**config.mk**
```make
export PLATFORM = sky130hd
export DESIGN_NAME = ntt_ctrl
export DESIGN_NICKNAME = d
export VERILOG_FILES = /design/src/rtl/ntt_ctrl.sv
export SDC_FILE = /design/constraint.sdc
export NUM_CORES = 1
export LEC_CHECK = 0
export ABC_AREA = 1
export BUFFER_PORTS_ARGS = -buffer_cell sky130_fd_sc_hd__buf_2
export CORE_MARGIN = 4
export CORE_UTILIZATION = 55
export CTS_BUF_LIST = sky130_fd_sc_hd__clkbuf_8
export DETAILED_ROUTE_END_ITERATION = 10
export GPL_ROUTABILITY_DRIVEN = 0
export HOLD_SLACK_MARGIN = 0.05
export PLACE_DENSITY = 0.82
export SETUP_SLACK_MARGIN = 0.1
export SLEW_MARGIN = 20
export SYNTH_ARGS = -nofsm -noshare
export SYNTH_HDL_FRONTEND = slang
export SYNTH_SLANG_ARGS = --single-unit
```
**constraint.sdc**
```tcl
create_clock -name clk -period 3.03 [get_ports clk]
set_clock_uncertainty 0.15 [all_clocks]
set_input_delay 0.303 -clock clk [delete_from_list [all_inputs] [get_ports clk]]
set_output_delay 0.303 -clock clk [all_outputs]
set_load 0.02 [all_outputs]
```
**src/rtl/ntt_ctrl.sv**
```systemverilog
// ntt_ctrl: address/strobe sequencer for an in-place 256-point forward NTT.
// Walks 7 layers x 128 butterflies, each as READ -> WAIT(BF_LAT) -> WRITE,
// driving a dual-port coefficient RAM and an external butterfly datapath.
// All outputs are registered, so they lag the FSM state by one cycle.
// Because of that lag, RAM read data lines up with the first WAIT cycle.
module ntt_ctrl #(
  parameter int DEPTH  = 8,
  parameter int BF_LAT = 2
) (
  input  logic             clk,
  input  logic             rst,
  input  logic             start,
  output logic             busy,
  output logic             done,
  output logic [DEPTH-1:0] addr_1,
  output logic [DEPTH-1:0] addr_2,
  output logic             we_1,
  output logic             we_2,
  output logic             bf_en,
  output logic [6:0]       zeta_idx
);

  typedef enum logic [2:0] {
    S_IDLE  = 3'd0,
    S_READ  = 3'd1,
    S_WAIT  = 3'd2,
    S_WRITE = 3'd3,
    S_DONE  = 3'd4
  } state_t;

  localparam logic [3:0] WAIT_LAST = 4'(BF_LAT - 1);

  state_t     state_reg, state_next;
  logic [2:0] layer_reg, layer_next;
  logic [6:0] b_reg, b_next;
  logic [3:0] wait_cnt_reg, wait_cnt_next;

  // Output register stage and the values it loads next.
  logic             busy_reg, busy_next;
  logic             done_reg, done_next;
  logic [DEPTH-1:0] addr_1_reg, addr_1_next;
  logic [DEPTH-1:0] addr_2_reg, addr_2_next;
  logic             we_reg, we_next;
  logic             bf_en_reg, bf_en_next;
  logic [6:0]       zeta_reg, zeta_next;

  // Butterfly index math for the current (layer, b).
  logic [7:0] len;
  logic [7:0] hi_mask;
  logic [7:0] j_idx;
  logic [7:0] j_pair;
  logic [6:0] grp;
  logic [6:0] zeta_cur;
  logic       active;

  // j keeps the low L bits of b and shifts the group number up by one bit,
  // which is the same as adding the high (group) part of b to itself.
  always_comb begin
    len      = 8'd128 >> layer_reg;
    hi_mask  = ~(len - 8'd1);
    j_idx    = {1'b0, b_reg} + ({1'b0, b_reg} & hi_mask);
    j_pair   = j_idx + len;
    grp      = 7'({1'b0, b_reg} >> (3'd7 - layer_reg));
    zeta_cur = (7'd1 << layer_reg) + grp;
  end

  // State and loop counters.
  always_ff @(posedge clk) begin
    if (rst) begin
      state_reg    <= S_IDLE;
      layer_reg    <= 3'd0;
      b_reg        <= 7'd0;
      wait_cnt_reg <= 4'd0;
    end else begin
      state_reg    <= state_next;
      layer_reg    <= layer_next;
      b_reg        <= b_next;
      wait_cnt_reg <= wait_cnt_next;
    end
  end

  // Next-state and counter advance.
  always_comb begin
    state_next    = state_reg;
    layer_next    = layer_reg;
    b_next        = b_reg;
    wait_cnt_next = wait_cnt_reg;
    case (state_reg)
      S_IDLE: begin
        if (start) begin
          state_next = S_READ;
          layer_next = 3'd0;
          b_next     = 7'd0;
        end
      end
      S_READ: begin
        state_next    = S_WAIT;
        wait_cnt_next = 4'd0;
      end
      S_WAIT: begin
        if (wait_cnt_reg == WAIT_LAST) begin
          state_next    = S_WRITE;
          wait_cnt_next = 4'd0;
        end else begin
          wait_cnt_next = wait_cnt_reg + 4'd1;
        end
      end
      S_WRITE: begin
        if (b_reg == 7'd127 && layer_reg == 3'd6) begin
          state_next = S_DONE;
          layer_next = 3'd0;
          b_next     = 7'd0;
        end else if (b_reg == 7'd127) begin
          state_next = S_READ;
          layer_next = layer_reg + 3'd1;
          b_next     = 7'd0;
        end else begin
          state_next = S_READ;
          b_next     = b_reg + 7'd1;
        end
      end
      S_DONE: begin
        state_next = S_IDLE;
      end
      default: begin
        state_next = S_IDLE;
      end
    endcase
  end

  // Output decode from the current state; addresses are zero outside a butterfly.
  always_comb begin
    active      = (state_reg == S_READ) || (state_reg == S_WAIT) || (state_reg == S_WRITE);
    busy_next   = active;
    done_next   = (state_reg == S_DONE);
    we_next     = (state_reg == S_WRITE);
    bf_en_next  = (state_reg == S_WAIT) && (wait_cnt_reg == 4'd0);
    addr_1_next = active ? DEPTH'(j_idx)  : '0;
    addr_2_next = active ? DEPTH'(j_pair) : '0;
    zeta_next   = active ? zeta_cur       : 7'd0;
  end

  // Output register stage.
  always_ff @(posedge clk) begin
    if (rst) begin
      busy_reg   <= 1'b0;
      done_reg   <= 1'b0;
      addr_1_reg <= '0;
      addr_2_reg <= '0;
      we_reg     <= 1'b0;
      bf_en_reg  <= 1'b0;
      zeta_reg   <= 7'd0;
    end else begin
      busy_reg   <= busy_next;
      done_reg   <= done_next;
      addr_1_reg <= addr_1_next;
      addr_2_reg <= addr_2_next;
      we_reg     <= we_next;
      bf_en_reg  <= bf_en_next;
      zeta_reg   <= zeta_next;
    end
  end

  // Write enables are masked by reset so an aborted WRITE never reaches RAM.
  always_comb begin
    busy     = busy_reg;
    done     = done_reg;
    addr_1   = addr_1_reg;
    addr_2   = addr_2_reg;
    we_1     = we_reg & ~rst;
    we_2     = we_reg & ~rst;
    bf_en    = bf_en_reg;
    zeta_idx = zeta_reg;
  end

endmodule

```
# Word level (Yosys, flattened, before mapping)
# Index checks and enable logic that the tools add are counted.
[totals]
regBits = 44
[op_classes]
muxes = 14
n_shift = 3
n_reduce_logical = 12
n_bitwise = 5
n_eq_ne = 10
n_addsub = 8
[ops]
columns = ["cell", "count"]
rows = [
  ["$mux W7", 3],
  ["$mux W3", 6],
  ["$pmux W7 S2", 1],
  ["$pmux W3 S4", 1],
  ["$add A7 B8 Y8", 1],
  ["$add A8 B8 Y8", 1],
  ["$and A7 B8 Y8", 1],
  ["$not A8 Y8", 1],
  ["$pmux W4 S2", 1],
  ["$shr A8 B3 Y8 const A", 1],
  ["$sub A8 B1 Y8 const B", 1],
  ["$add A7 B1 Y7 const B", 1],
  ["$add A7 B7 Y7", 1],
  ["$eq A7 B7 Y1 const B", 1],
  ["$shl A1 B3 Y7 const A", 1],
  ["$shr A7 B3 Y7", 1],
  ["$eq A3 B2 Y1 const B", 2],
  ["$eq A3 B3 Y1 const B", 2],
  ["$pmux W3 S2", 1],
  ["$add A4 B1 Y4 const B", 1],
  ["$eq A4 B1 Y1 const B", 1],
  ["$logic_not A4 Y1", 1],
  ["$mux W4", 1],
  ["$ne A2 B2 Y1 const B", 2],
  ["other kinds (13)", 18],
]

# Depth between registers and ports, before layout
[logic_depth]
ltp_word = 6
ltp_mapped = 25
mapped_depth_nobuf = 24

# Worst setup path after synthesis
# OpenSTA, ideal clock, no wires.
[synth_timing]
path_type = "register to register"
start = "reg layer_reg[0]"
end = "reg addr_2_reg[7], in the netlist addr_2[7]"
path_buffers = 1
arrival_ps = 2940
stages_incl_launch_ff = 23
synth_period_minus_slack_ps = 3205
path_slack_ps = -175
required_time_ps = 2765
cell_sequence = "dfxtp_1 > clkbuf_1 > inv_1 > ha_1 > nand2_4 > nand2_4 > inv_2 > nor2_2 > nor2_1 > ha_1 > inv_1 > nand2_1 > nand3_1 > nand2_1 > xor2_1 > inv_1 > ha_1 > a21oi_1 > o21ai_0 > a21oi_1 > nand3_1 > nand2_1 > nor2_1"
[synth_via]
elab_chain_cells = 6
[synth_rtl]
columns = ["item", "line_no", "source"]
rows = [
  ["from (decl)", "34", "logic [2:0] layer_reg, layer_next;"],
  ["from (signal assigned)", "76", "layer_reg <= layer_next;"],
  ["$shr A8 B3 Y8", "59", "len = 8'd128 >> layer_reg;"],
  ["$sub A8 B1 Y8", "60", "hi_mask = ~(len - 8'd1);"],
  ["$not A8 Y8", "60", ""],
  ["$and A7 B8 Y8", "61", "j_idx = {1'b0, b_reg} + ({1'b0, b_reg} & hi_mask);"],
  ["$add A7 B8 Y8", "61", ""],
  ["named net j_idx[4]", "50", "logic [7:0] j_idx;"],
  ["$add A8 B8 Y8", "62", "j_pair = j_idx + len;"],
  ["to (signal assigned)", "157", "addr_2_reg <= addr_2_next;"],
  ["to (decl)", "42", "logic [DEPTH-1:0] addr_2_reg, addr_2_next;"],
]
# The timed path passes the listed nets, and every way through them passes these cells.
# A chain may end at the register's enable or synchronous reset.

# Worst setup path in the final report
[layout_timing]
start = "reg layer_reg[1]"
end = "reg addr_2_reg[6], in the netlist addr_2[6]"
# The elaborated chain is that of the path after synthesis.

==> impl_metrics.py <==
metrics = {
    "min_path": {
        "worstHoldEndpoint": "state_reg[1]",
        "min-delay-start": "rst",
        "min_path_cells": 2,
        "hp-class": "in2reg",
    },
    "worst_setup_path": {
        "worstSetupEndpointType": "flip-flop",
        "crit_fanout": 5,
        "rr_worst_depth": 20,
        "crit_type": "reg2reg",
        "cp.arrival_ns": 3.07,
        "regToRegSetupSlack_ns": -0.007,
        "r2r-start": "layer_reg[1]",
        "crit_path_start_kind": "flip-flop",
        "cp.required_ns": 3.06,
        "crit-reg2reg-capture": "addr_2[6]",
    },
    "clock_network": {
        "htree_levels": 2,
        "postCtsHoldBufs": 0,
        "cts.sinks": 44,
        "cts-buffers-inserted": 5,
        "clock-root-buffer": "clkbuf_8",
        "clk_path_buf_depth": 2,
        "clk_pin_slew_ns": 0.09,
        "cts_tree": "built",
        "clk_latency_ns": 0.31,
    },
    "logic_synthesis": {
        "syn_area_um2": 2640,
        "synth_area_leaders": "dfxtp_1 (33%), nand2_1 (10%), ha_1 (8.5%)",
        "yosys.area.top_type_share_pct": 33.3,
        "ys_warn_count": 0,
        "synth_area_per_cell_um2": 6.88,
        "synthCells": 384,
        "syn_nets": 406,
        "synth.distinct_cells": 40,
        "synth_top_area_cell": "dfxtp_1",
        "ys_ff_latch": 44,
        "seq_area_frac_synth_pct": 33.3,
    },
    "sta": {
        "tightest_slew_ns": 0.505,
        "rsz0062_at_grt": "yes",
        "worst_hold_slack_ns": 0.193,
        "max_freq_mhz": 329,
        "final_hold_viol_count": 0,
        "slew_viol_final": 0,
        "worst_slack_ns": -0.00676,
        "finalCriticalPeriod_ns": 3.04,
        "timing.final.crit_share_pct": 100,
        "slew-limit-headroom_pct": 66.3,
        "finalSetupViolCount": 1,
    },
    "pwr": {
        "total_power_mw": 1.32,
        "peakVddDrop_uv": 261,
        "power_density_nw_per_um2": 383,
        "p_leak_nw": 1.61,
    },
    "route": {
        "drc_errors": 0,
        "avgViaCountPerCell": 5.65,
        "ant_nets": 0,
        "post_drt_wl_per_cell_um": 15.5,
        "drt_pre_antenna_iters": 5,
        "drt_iter0_drc": 333,
        "num_vias": 2798,
        "routed_wl_um": 7660,
    },
    "global_route": {
        "grt_pass1_wl_um": 10500,
        "grtUsageMet2_pct": 38.6,
        "busiest_layer": "met2",
        "gr-usage-met3_pct": 5.04,
        "grt-ovfl-total": 0,
        "grt_use_total_pct": 21.4,
        "grt_pass1_vias": 2511,
        "grt_antenna_before_repair": 0,
        "grt_max_degree": 19,
        "met1_usage_pct": 24.3,
    },
    "floorplan": {
        "initial_core_util_pct": 58.6,
        "num_rows": 24,
        "fp.dieH_um": 77.3,
        "ios": 31,
        "die-area_um2": 5980,
        "core_area_um2": 4500,
        "dieWidth_um": 77.3,
    },
    "finish": {
        "area_delta_synth_final_pct": 30.7,
        "layout-drive-gt1-share_pct": 30.9,
        "final_cell_mix": "nand2_1 (67), inv_1 (48), nor2_1 (43)",
        "final_common_cell": "nand2_1",
        "antennaDiodeCount": 0,
        "nets": 464,
        "utilization_pct": 76.6,
    },
    "place": {
        "port_buffers": 30,
        "dpl.hpwl_um": 4560,
    },
    "status": {
        "violations": "negative setup slack",
        "status": "finished, violations left",
    },
    "run": {
        "maxCapViolCount": 0,
    },
}
[cells in the mapped netlist]
cell	n
clkbuf_2	1
nand2_1	73
mux2i_1	1
nor3b_1	1
and2_1	2
nand3b_1	1
o21ai_1	2
nand2_2	7
buf_6	1
xnor2_1	1
o21ai_2	1
a21oi_2	1
buf_2	3
o211ai_2	1
dfxtp_1	44
ha_1	18
fa_1	1
conb_1	1
o22ai_1	3
nand3_2	2
clkbuf_1	5
xor2_1	5
nand4_1	1
nand3_1	25
a2111oi_1	1
nor2_2	3
inv_2	3
a32o_1	1
a211oi_1	5
nand2_4	2
a221oi_1	1
buf_4	1
a21oi_1	28
o31ai_1	1
nor4_1	2
o21a_1	3
inv_1	54
o21ai_0	24
nor3_1	7
nor2_1	47
[cells by family (layout without fill, tap and decap cells)]
| logic type | after synthesis | count (layout) | share of synthesized area (%) |
|---|---|---|---|
| simple gates | 173 | 173 | 28.8 |
| xor+xnor | 6 | 6 | 1.99 |
| buf+inv | 68 | 127 | 10.3 |
| mux | 1 | 1 | 0.379 |
| other cells | 1 | 1 | 0.142 |
| fa+ha+maj | 19 | 19 | 9.28 |
| flops | 44 | 44 | 33.3 |
| compound gates | 72 | 72 | 15.7 |
[where the power goes]
| part | internal, mW | total (mW) | switching (mW) |
|---|---|---|---|
| sequential | 0.599 | 0.614 | 0.0146 |
| clock | 0.244 | 0.453 | 0.209 |
| combinational | 0.0828 | 0.255 | 0.172 |
[how the worst max path moves through the flow]
stage / cells past startpoint / startpoint / to
2_1_floorplan: 25 / layer_reg[0] / addr_2[7]
5_1_grt: 21 / layer_reg[1] / addr_2[7]
4_1_cts: 18 / layer_reg[1] / addr_2[6]
6_report: 20 / layer_reg[1] / addr_2[6]
3_5_place_dp: 24 / layer_reg[0] / addr_2[7]
3_3_place_gp: 18 / layer_reg[1] / addr_2[6]
[timing repair]
| action | in CTS | in global routing |
|---|---|---|
| setup endpoints to repair | 2 | 5 |
| setup buffers | 5 | 8 |
| pin swaps | 2 | 19 |
| resized for setup | 9 | 59 |
[routing by layer]
layer / up-vias / wire (µm)
li1: 1354 / -
met1: 1279 / 3150
met2: 143 / 3840
met3: 22 / 481
met4: 0 / 187
met5: - / 0
[area by class of cell]
class | instances | area, µm²
multi-input combinational | 272 | 1760
fill | 296 | 1050
sequential | 44 | 892
timing repair buffer | 62 | 402
inverter | 57 | 221
clock buffer | 5 | 68.8
tap | 52 | 65.1
clock inverter | 3 | 42.5
[per-stage QoR]
step                setup WS [ns]  std cells  instance area (µm²)   TNS, ns
floorplan                   0.106        384                 2660         0
global placement           0.0956        474                 2950         0
detailed placement        -0.0182        474                 2950   -0.0182
CTS                         0.102        487                 3160         0
global route               -0.169        495                 3450    -0.388
finish                   -0.00676        495                 3450  -0.00676
[worst max-delay path, stage by stage, from the launching register on]
cell and delay [ns]:
dfxtp_4 0.37, buf_4 0.15, ha_4 0.18, nand2_8 0.09
nand2_4 0.07, inv_4 0.07, nor2_4 0.03, nor2_1 0.14
ha_2 0.21, inv_2 0.04, nand2_2 0.06, nand3_2 0.09
nand2_1 0.10, xor2_1 0.23, inv_1 0.12, ha_4 0.31
nand2_1 0.05, inv_1 0.07, o21a_1 0.15, o21ai_0 0.08
nor3b_2 0.15
Power figures use the tool's default switching activity.
